$ cat config.mk
export PLATFORM = sky130hd
export DESIGN_NAME = mult_iter_unit
export DESIGN_NICKNAME = d
export VERILOG_FILES = /design/src/rtl/mult_iter_unit.sv
export SDC_FILE = /design/constraint.sdc
export NUM_CORES = 1
export LEC_CHECK = 0
export ABC_CLOCK_PERIOD_IN_PS = 15550
export CAP_MARGIN = 5
export CORE_MARGIN = 10
export CORE_UTILIZATION = 45
export CTS_BUF_LIST = sky130_fd_sc_hd__clkbuf_2
export CTS_CLUSTER_SIZE = 40
export DETAILED_ROUTE_END_ITERATION = 10
export GPL_ROUTABILITY_DRIVEN = 0
export MAX_ROUTING_LAYER = met4
export PLACE_DENSITY = 0.66
export SLEW_MARGIN = 20
export SYNTH_ARGS = -nofsm -noshare
export SYNTH_HDL_FRONTEND = slang
export SYNTH_SLANG_ARGS = --single-unit
$ cat constraint.sdc
create_clock -name clk -period 15.55 [get_ports clk]
set_input_delay 1.555 -clock clk [delete_from_list [all_inputs] [get_ports clk]]
set_output_delay 1.555 -clock clk [all_outputs]
set_load 0.01 [all_outputs]
$ cat src/rtl/mult_iter_unit.sv
// Iterative shift-and-add multiplier for the EX stage: one K-bit multiplier chunk per cycle.
// Optional macro MULT_HIGH_EN widens the accumulator and adds the result_hi (MULHU) output.
module mult_iter_unit #(
    parameter int unsigned DATA_W = 16,
    parameter int unsigned CYCLES = 4
) (
    input  logic              clk,
    input  logic              arst_n,
    input  logic              start,
    input  logic              flush,
    input  logic [DATA_W-1:0] op_a,
    input  logic [DATA_W-1:0] op_b,
    output logic              stall,
    output logic              result_valid,
`ifdef MULT_HIGH_EN
    output logic [DATA_W-1:0] result_hi,
`endif
    output logic [DATA_W-1:0] result
);

    localparam int unsigned K     = DATA_W / CYCLES;
    localparam int unsigned CNT_W = (CYCLES > 1) ? $clog2(CYCLES) : 1;
`ifdef MULT_HIGH_EN
    localparam int unsigned ACC_W = 2 * DATA_W;
`else
    localparam int unsigned ACC_W = DATA_W;
`endif
    localparam logic [CNT_W-1:0] LAST = CNT_W'(CYCLES - 1);

    typedef enum logic [1:0] {
        StIdle = 2'd0,
        StBusy = 2'd1,
        StDone = 2'd2
    } state_e;

    state_e             state_q, state_d;
    logic [DATA_W-1:0]  a_q, a_d;
    logic [DATA_W-1:0]  b_q, b_d;
    logic [ACC_W-1:0]   acc_q, acc_d;
    logic [CNT_W-1:0]   count_q, count_d;
    logic [DATA_W-1:0]  result_q, result_d;
`ifdef MULT_HIGH_EN
    logic [DATA_W-1:0]  result_hi_q, result_hi_d;
`endif

    logic [31:0]        shamt;
    logic [K-1:0]       chunk;
    logic [ACC_W-1:0]   acc_next;
    logic               accept;

    // Shifting the truncated partial product is equivalent to truncating the shifted one,
    // since bits above ACC_W can only move further out of range.
    always_comb begin
        shamt    = 32'(count_q) * K;
        chunk    = K'(b_q >> shamt);
        acc_next = acc_q + (ACC_W'((DATA_W + K)'(a_q) * (DATA_W + K)'(chunk)) << shamt);
    end

    always_comb begin
        state_d     = state_q;
        a_d         = a_q;
        b_d         = b_q;
        acc_d       = acc_q;
        count_d     = count_q;
        result_d    = result_q;
`ifdef MULT_HIGH_EN
        result_hi_d = result_hi_q;
`endif
        accept      = 1'b0;

        if (flush) begin
            state_d = StIdle;
        end else begin
            unique case (state_q)
                StIdle: accept = start;
                StBusy: begin
                    acc_d   = acc_next;
                    count_d = count_q + 1'b1;
                    if (count_q == LAST) begin
                        result_d    = acc_next[DATA_W-1:0];
`ifdef MULT_HIGH_EN
                        result_hi_d = acc_next[2*DATA_W-1:DATA_W];
`endif
                        state_d     = StDone;
                    end
                end
                StDone: begin
                    accept  = start;
                    state_d = StIdle;
                end
                default: state_d = StIdle;
            endcase

            if (accept) begin
                a_d     = op_a;
                b_d     = op_b;
                acc_d   = '0;
                count_d = '0;
                state_d = StBusy;
            end
        end
    end

    always_ff @(posedge clk or negedge arst_n) begin
        if (!arst_n) begin
            state_q     <= StIdle;
            a_q         <= '0;
            b_q         <= '0;
            acc_q       <= '0;
            count_q     <= '0;
            result_q    <= '0;
`ifdef MULT_HIGH_EN
            result_hi_q <= '0;
`endif
        end else begin
            state_q     <= state_d;
            a_q         <= a_d;
            b_q         <= b_d;
            acc_q       <= acc_d;
            count_q     <= count_d;
            result_q    <= result_d;
`ifdef MULT_HIGH_EN
            result_hi_q <= result_hi_d;
`endif
        end
    end

    // Stall drops in DONE unless another MUL follows, letting EX capture the result.
    always_comb begin
        stall        = ((state_q == StIdle) && start) || (state_q == StBusy) ||
                       ((state_q == StDone) && start);
        result_valid = (state_q == StDone);
        result       = result_q;
`ifdef MULT_HIGH_EN
        result_hi    = result_hi_q;
`endif
    end

endmodule

## Word-level counts from Yosys, hierarchy flattened

Index checks and enable logic that the tools add are counted.

- Shift operators: 2
- Mux-type cells: 10
- Multipliers: 1
- Equality and inequality tests: 5
- Bitwise operators: 1
- Reductions and logical operators: 11
- $add $sub $neg: 2

Operator list:

| cell | number |
|---|---|
| $mux 16 | 2 |
| $add 16x16->16 | 1 |
| $mul 16x4->16 | 1 |
| $shl 16x4->16 | 1 |
| $shr 16x4->4 | 1 |
| $mux 2 | 5 |
| $reduce_and 2->1 | 3 |
| $eq 2x2->1 const B | 2 |
| $ne 4x4->1 const B | 1 |
| $pmux 2 s2 | 1 |
| $ne 3x3->1 const B | 1 |
| $reduce_and 3->1 | 1 |
| $add 2x1->2 const B | 1 |
| $eq 2x1->1 const B | 1 |
| $logic_and 1x1->1 | 2 |
| $logic_not 2->1 | 1 |
| $logic_or 1x1->1 | 2 |
| $mux 1 | 2 |
| $reduce_bool 2->1 | 1 |
| $reduce_or 2->1 | 1 |
| $not 1->1 | 1 |

- Word-level logic and storage cells: 38
- Output and inout port bits: 18
- Bits in registers: 68

## Depth between registers and ports, before layout

- Depth after elaboration: 6
- Mapped depth: 27
- Depth with buffers taken out: 25

## Least setup slack after synthesis

OpenSTA, ideal clock, no wires.

- Path type: register to register
- Start: reg count_q[0]
- End: reg result_q[15] (netlist: result[15])
- Data arrival time: 5.956 ns
- Setup time: 0.125 ns
- Period minus slack after synthesis: 6.081 ns
- Path slack: 9.469 ns
- Stages on the path, launching flop included: 23
- Path through: dfrtp_1 > buf_6 > mux4_2 > clkbuf_1 > and2_1 > fa_1 > inv_1 > fa_1 > inv_1 > ha_1 > nor2b_1 > o21ai_0 > a21oi_1 > o21ai_0 > a211oi_1 > or3_1 > a311o_1 > a21boi_0 > ha_1 > a2111o_1 > o21ai_0 > xor3_1 > mux2_4

- Cells in the longest elaborated chain, start to end: 4
- Elaborated cells on any way between the ends: 6
- Those cells by class: add/sub: 1; mul: 1; eq/ne: 1; shift: 2; reduce/logical: 1

Ends and longest elaborated chain:

| item | line | text |
|---|---|---|
| from (decl) | 40 | `logic [CNT_W-1:0] count_q, count_d;` |
| from (signal assigned) | 120 | `count_q <= count_d;` |
| $shr 16x4->4 | 55 | `chunk = K'(b_q >> shamt);` |
| $mul 16x4->16 | 56 | `acc_next = acc_q + (ACC_W'((DATA_W + K)'(a_q) * (DATA_W + K)'(chunk)) << shamt);` |
| $shl 16x4->16 | 56 |  |
| $add 16x16->16 | 56 |  |
| to (signal assigned) | 121 | `result_q <= result_d;` |
| to (decl) | 41 | `logic [DATA_W-1:0] result_q, result_d;` |

Parallel ways exist; a longest one is shown, timed or not.
A chain may end at the register's enable or synchronous reset.

## Final worst setup path

Same ends and word-level chain as after synthesis.

==> results.md <==
* GRT Util Overall at 14.6%
* Largest family of logic cells by synthesized area: adder cells
* Final Instance Count excl. Fillers at 726
* Detailed Route WL at around 11000 um
* Hold WC Path Type: register to register
* Post-synthesis compound-gate area fraction at between 10% and 20%
* Async S/R FF share, synth at 100%
* Starting Density at between 40 and 50%
* Fmax at approximately 0.14 GHz
* Post-Synthesis Net Count at roughly 620
* Adder-cell area share of the yosys netlist at between 15 and 20%
* Layout overhead on the synthesized area at 14.9%
* Multi-input logic area at roughly 3200 um2
* Timing startpoint of the critical path: count_q[0]$_DFFE_PN0P_
* Hold Vio Cnt, Final at 0
* CP Launch Type: register
* Number of synthesized register bits at 68
* Simple-gate share of the synthesized area at 14.6%
* Number of antenna violations at the first check in global routing at 1
* Critical path capture point type: register
* Post-synthesis instance area at between 5000 and 6000 um2
* Unrepaired setup endpoints after global routing: false
* Crit path DAT at around 7.5 ns
* Crit-path max FO at 27
* Critical path's largest stage delay at 1.00 ns
* Top flip-flop cell by instance count after synthesis: sky130_fd_sc_hd__dfrtp_1
* Clock period minus final worst setup slack at 7.02 ns
* Cell with the most instances on the worst path: sky130_fd_sc_hd__o21ai_0
* Setup TNS at 0 ns
* Setup Buffers After CTS at 0
* Ordered list of cells on the worst path: mux4_2, and2_1, fa_1, inv_1, fa_1, inv_1, ha_1, nor2b_1, o21ai_0, a21oi_1, o21ai_0, a211oi_1, or3_1, a311o_1, a21boi_0, ha_1, a2111o_1, o21ai_0, xor3_1, mux2_4
* Transition time of the tightest slew-check pin at a little over 0.9 ns
* DRC violations left at 0
* Hold_buf cts at 0
* Fill cell instance count of the final layout at approximately 1000
* Final worst-path cycle share at a little under half
* Slack of the worst reg-to-reg path at 8.53 ns
* Yosys synthesis warning count at 0
* Overall die height at between 100 and 150 um
* Crit path kind: register to register
* Worst slack on hold paths at between 0.5 and 0.6 ns
* Number of nets still failing antenna checks after routing at 0
* Number of vias per cell at approximately 5.4
* Crit Reg-Reg Endpoint: result[15]$_DFFE_PN0P_
* Area taken by flip-flops and latches at between 1500 and 2000 um2
* Mean cell area of the mapped netlist at ~10 um2
* Startpoint of the most critical register-to-register path: count_q[0]$_DFFE_PN0P_
* Clock network latency to the later pin of the worst-skew pair at about 0.55 ns
* Clk root buf: sky130_fd_sc_hd__clkbuf_2
* CTS H-Tree Depth at 3
* Final clock skew at about 0.03 ns
* Layout cells sized above 1 at a little over an eighth
* HPWL after DPL at roughly 8600 um
* Commonest cells after routing, fill and taps aside: sky130_fd_sc_hd__dfrtp_1 (68), sky130_fd_sc_hd__nand2_1 (53), sky130_fd_sc_hd__inv_1 (53)
* Drt first pass iters at 4
* Required @ worst endpoint at ~16 ns
* Fraction of synthesized area in multiplexers at 12.6%
* Number of instances resized during post-cts repair at 0
* Via count of the first global-routing pass at approximately 4100
* Number of sinks driven by the clock tree at 68
* Number of buffers inserted during clock tree synthesis at 9
* Sequential element share of the synthesized area at 32.8%
* Status: finished clean
* CTS tree: yes
* Endpoint of the worst setup timing path: result[15]$_DFFE_PN0P_
* Global-route wire length before repair at approximately 19000 um
* Via Count at between 3000 and 4000
* Placement Rows at 39
* I/O pins at 54
* Normalized max-slew margin at 38.4%
* Number of enable flip-flop cells after synthesis at 0
* Worst hold start: result[10]$_DFFE_PN0P_
* Core area at 11400 um2
* Number of placed instances, taps included at 709
* Port Buffers at between 50 and 60
* Maximum number of buffers from clock root to sink at 2
* Number of instances in the synthesized netlist at 527
* Violation count after the first detailed-route iteration at roughly 220
* Maximum number of pins on one net before global-route repair at about 70
* Floorplan die width at 127 um
* Number of cells traversed by the worst register-to-register path at 20
* Global-route congestion overflow total at 0
* Final setup violation count at 0
* Number of nets in the final layout at 672
* Max-Cap Viols at 0
* Clk slew on worst S/H paths at 0.21 ns
* Xor-xnor portion of the synthesized cell area at 5.01%
* Routed wirelength normalized by instance count at 15.2 um
* Count of different cell masters after synthesis at between 40 and 50
* Final number of max-transition violations at 0
* Leading cell type in the layout, fill and taps excluded: sky130_fd_sc_hd__dfrtp_1
* Cell type of the slowest stage on the worst timing path: sky130_fd_sc_hd__dfrtp_1
* Area of the die at 16200 um2
layout make-up:
type / instances / share of cell area (%)
multi-input combinational: 387 / 53.9
timing repair buffer: 56 / 9.19
tap: 143 / 3.00
inverter: 55 / 3.46
sequential: 68 / 28.5
clock buffer: 10 / 0.839
clock inverter: 6 / 1.07
antenna: 1 / 0.0419
sequential cells by signal, summed over array words and instances, names as in the netlist:
name     count
state_q      2
count_q      2
b_q         16
result      16
a_q         16
acc_q       16
worst max-delay path: cells and delay by family (launching register included):
kind                       cells  cell delay, ns
AOI/OAI and AO/OA              8            2.00
buffers and inverters          2            0.09
DFF                            1            1.00
muxes                          2            1.00
xor gates and xnor gates       1            0.30
and+or+nand+nor                3            0.74
adders and majority gates      4            1.79
how the worst min path moves through the flow:
| stage | to | slack, ns | depth (start not counted) |
|---|---|---|---|
| 2_1_floorplan | acc_q[13]$_DFFE_PN0P_ | 0.47 | 1 |
| 3_3_place_gp | result[10]$_DFFE_PN0P_ | 0.46 | 2 |
| 3_5_place_dp | result[4]$_DFFE_PN0P_ | 0.47 | 2 |
| 4_1_cts | result[4]$_DFFE_PN0P_ | 0.51 | 2 |
| 5_1_grt | result[10]$_DFFE_PN0P_ | 0.53 | 2 |
| 6_report | result[10]$_DFFE_PN0P_ | 0.51 | 2 |
cells in the mapped netlist (2+ instances only):
cell type,n,area (um2)
sky130_fd_sc_hd__a21oi_1,24,120
sky130_fd_sc_hd__o21bai_1,2,15.0
sky130_fd_sc_hd__xnor2_1,19,166
sky130_fd_sc_hd__clkbuf_1,12,45.0
sky130_fd_sc_hd__dfrtp_1,68,1700
sky130_fd_sc_hd__nand2b_1,5,31.3
sky130_fd_sc_hd__mux2_2,44,495
sky130_fd_sc_hd__nor3b_1,2,15.0
sky130_fd_sc_hd__nor2_1,28,105
sky130_fd_sc_hd__and3_1,4,25.0
sky130_fd_sc_hd__clkinv_1,2,7.51
sky130_fd_sc_hd__inv_1,53,199
sky130_fd_sc_hd__a21boi_0,2,15.0
sky130_fd_sc_hd__nand2_1,53,199
sky130_fd_sc_hd__nor3_1,6,30.0
sky130_fd_sc_hd__a22o_1,13,114
sky130_fd_sc_hd__o22ai_1,4,25.0
sky130_fd_sc_hd__a31oi_1,3,18.8
sky130_fd_sc_hd__a311o_1,2,20.0
sky130_fd_sc_hd__o21ai_0,19,95.1
sky130_fd_sc_hd__mux2i_1,3,30.0
sky130_fd_sc_hd__o211ai_1,4,30.0
sky130_fd_sc_hd__a211oi_1,6,45.0
sky130_fd_sc_hd__fa_1,26,521
sky130_fd_sc_hd__a21o_1,4,30.0
sky130_fd_sc_hd__or2_2,3,18.8
sky130_fd_sc_hd__and2_1,35,219
sky130_fd_sc_hd__buf_1,3,11.3
sky130_fd_sc_hd__o21ai_1,2,10.0
sky130_fd_sc_hd__o21a_1,3,22.5
sky130_fd_sc_hd__nand3_1,3,15.0
sky130_fd_sc_hd__mux4_2,5,113
sky130_fd_sc_hd__ha_1,33,413
sky130_fd_sc_hd__xor2_1,8,70.1
sky130_fd_sc_hd__nor2b_1,8,50.1
sky130_fd_sc_hd__or3_1,6,37.5
per-stage QoR:
| stage | setup WS, ns | util (%) | area, um2 |
|---|---|---|---|
| floorplan | 9.47 | - | 5190 |
| global placement | 8.68 | 51.4 | 5850 |
| detailed placement | 8.57 | 51.4 | 5850 |
| CTS | 8.52 | 52.4 | 5960 |
| global route | 8.00 | 52.5 | 5970 |
| finish | 8.53 | 52.5 | 5970 |
layer usage:
layer	track usage, %	vias up	routed length [um]
met5	-	-	0
met4	4.82	0	136
met3	2.81	9	311
met2	22.9	58	5400
met1	18.4	1943	5190
li1	-	1887	-
cell families (layout without fill, tap and decap cells):
kind of cell | Yosys count | in the layout
adder cells (fa/ha/maj) | 59 | 59
AND/OR/NAND/NOR | 155 | 155
multiplexers | 53 | 53
flip-flops | 68 | 68
XOR/XNOR | 28 | 28
AO/OA/AOI/OAI | 92 | 92
other | 0 | 1
buffers and inverters | 72 | 127
Power is not shown: default switching activity piles up to over one toggle a cycle in this logic, so the estimate is an artifact.
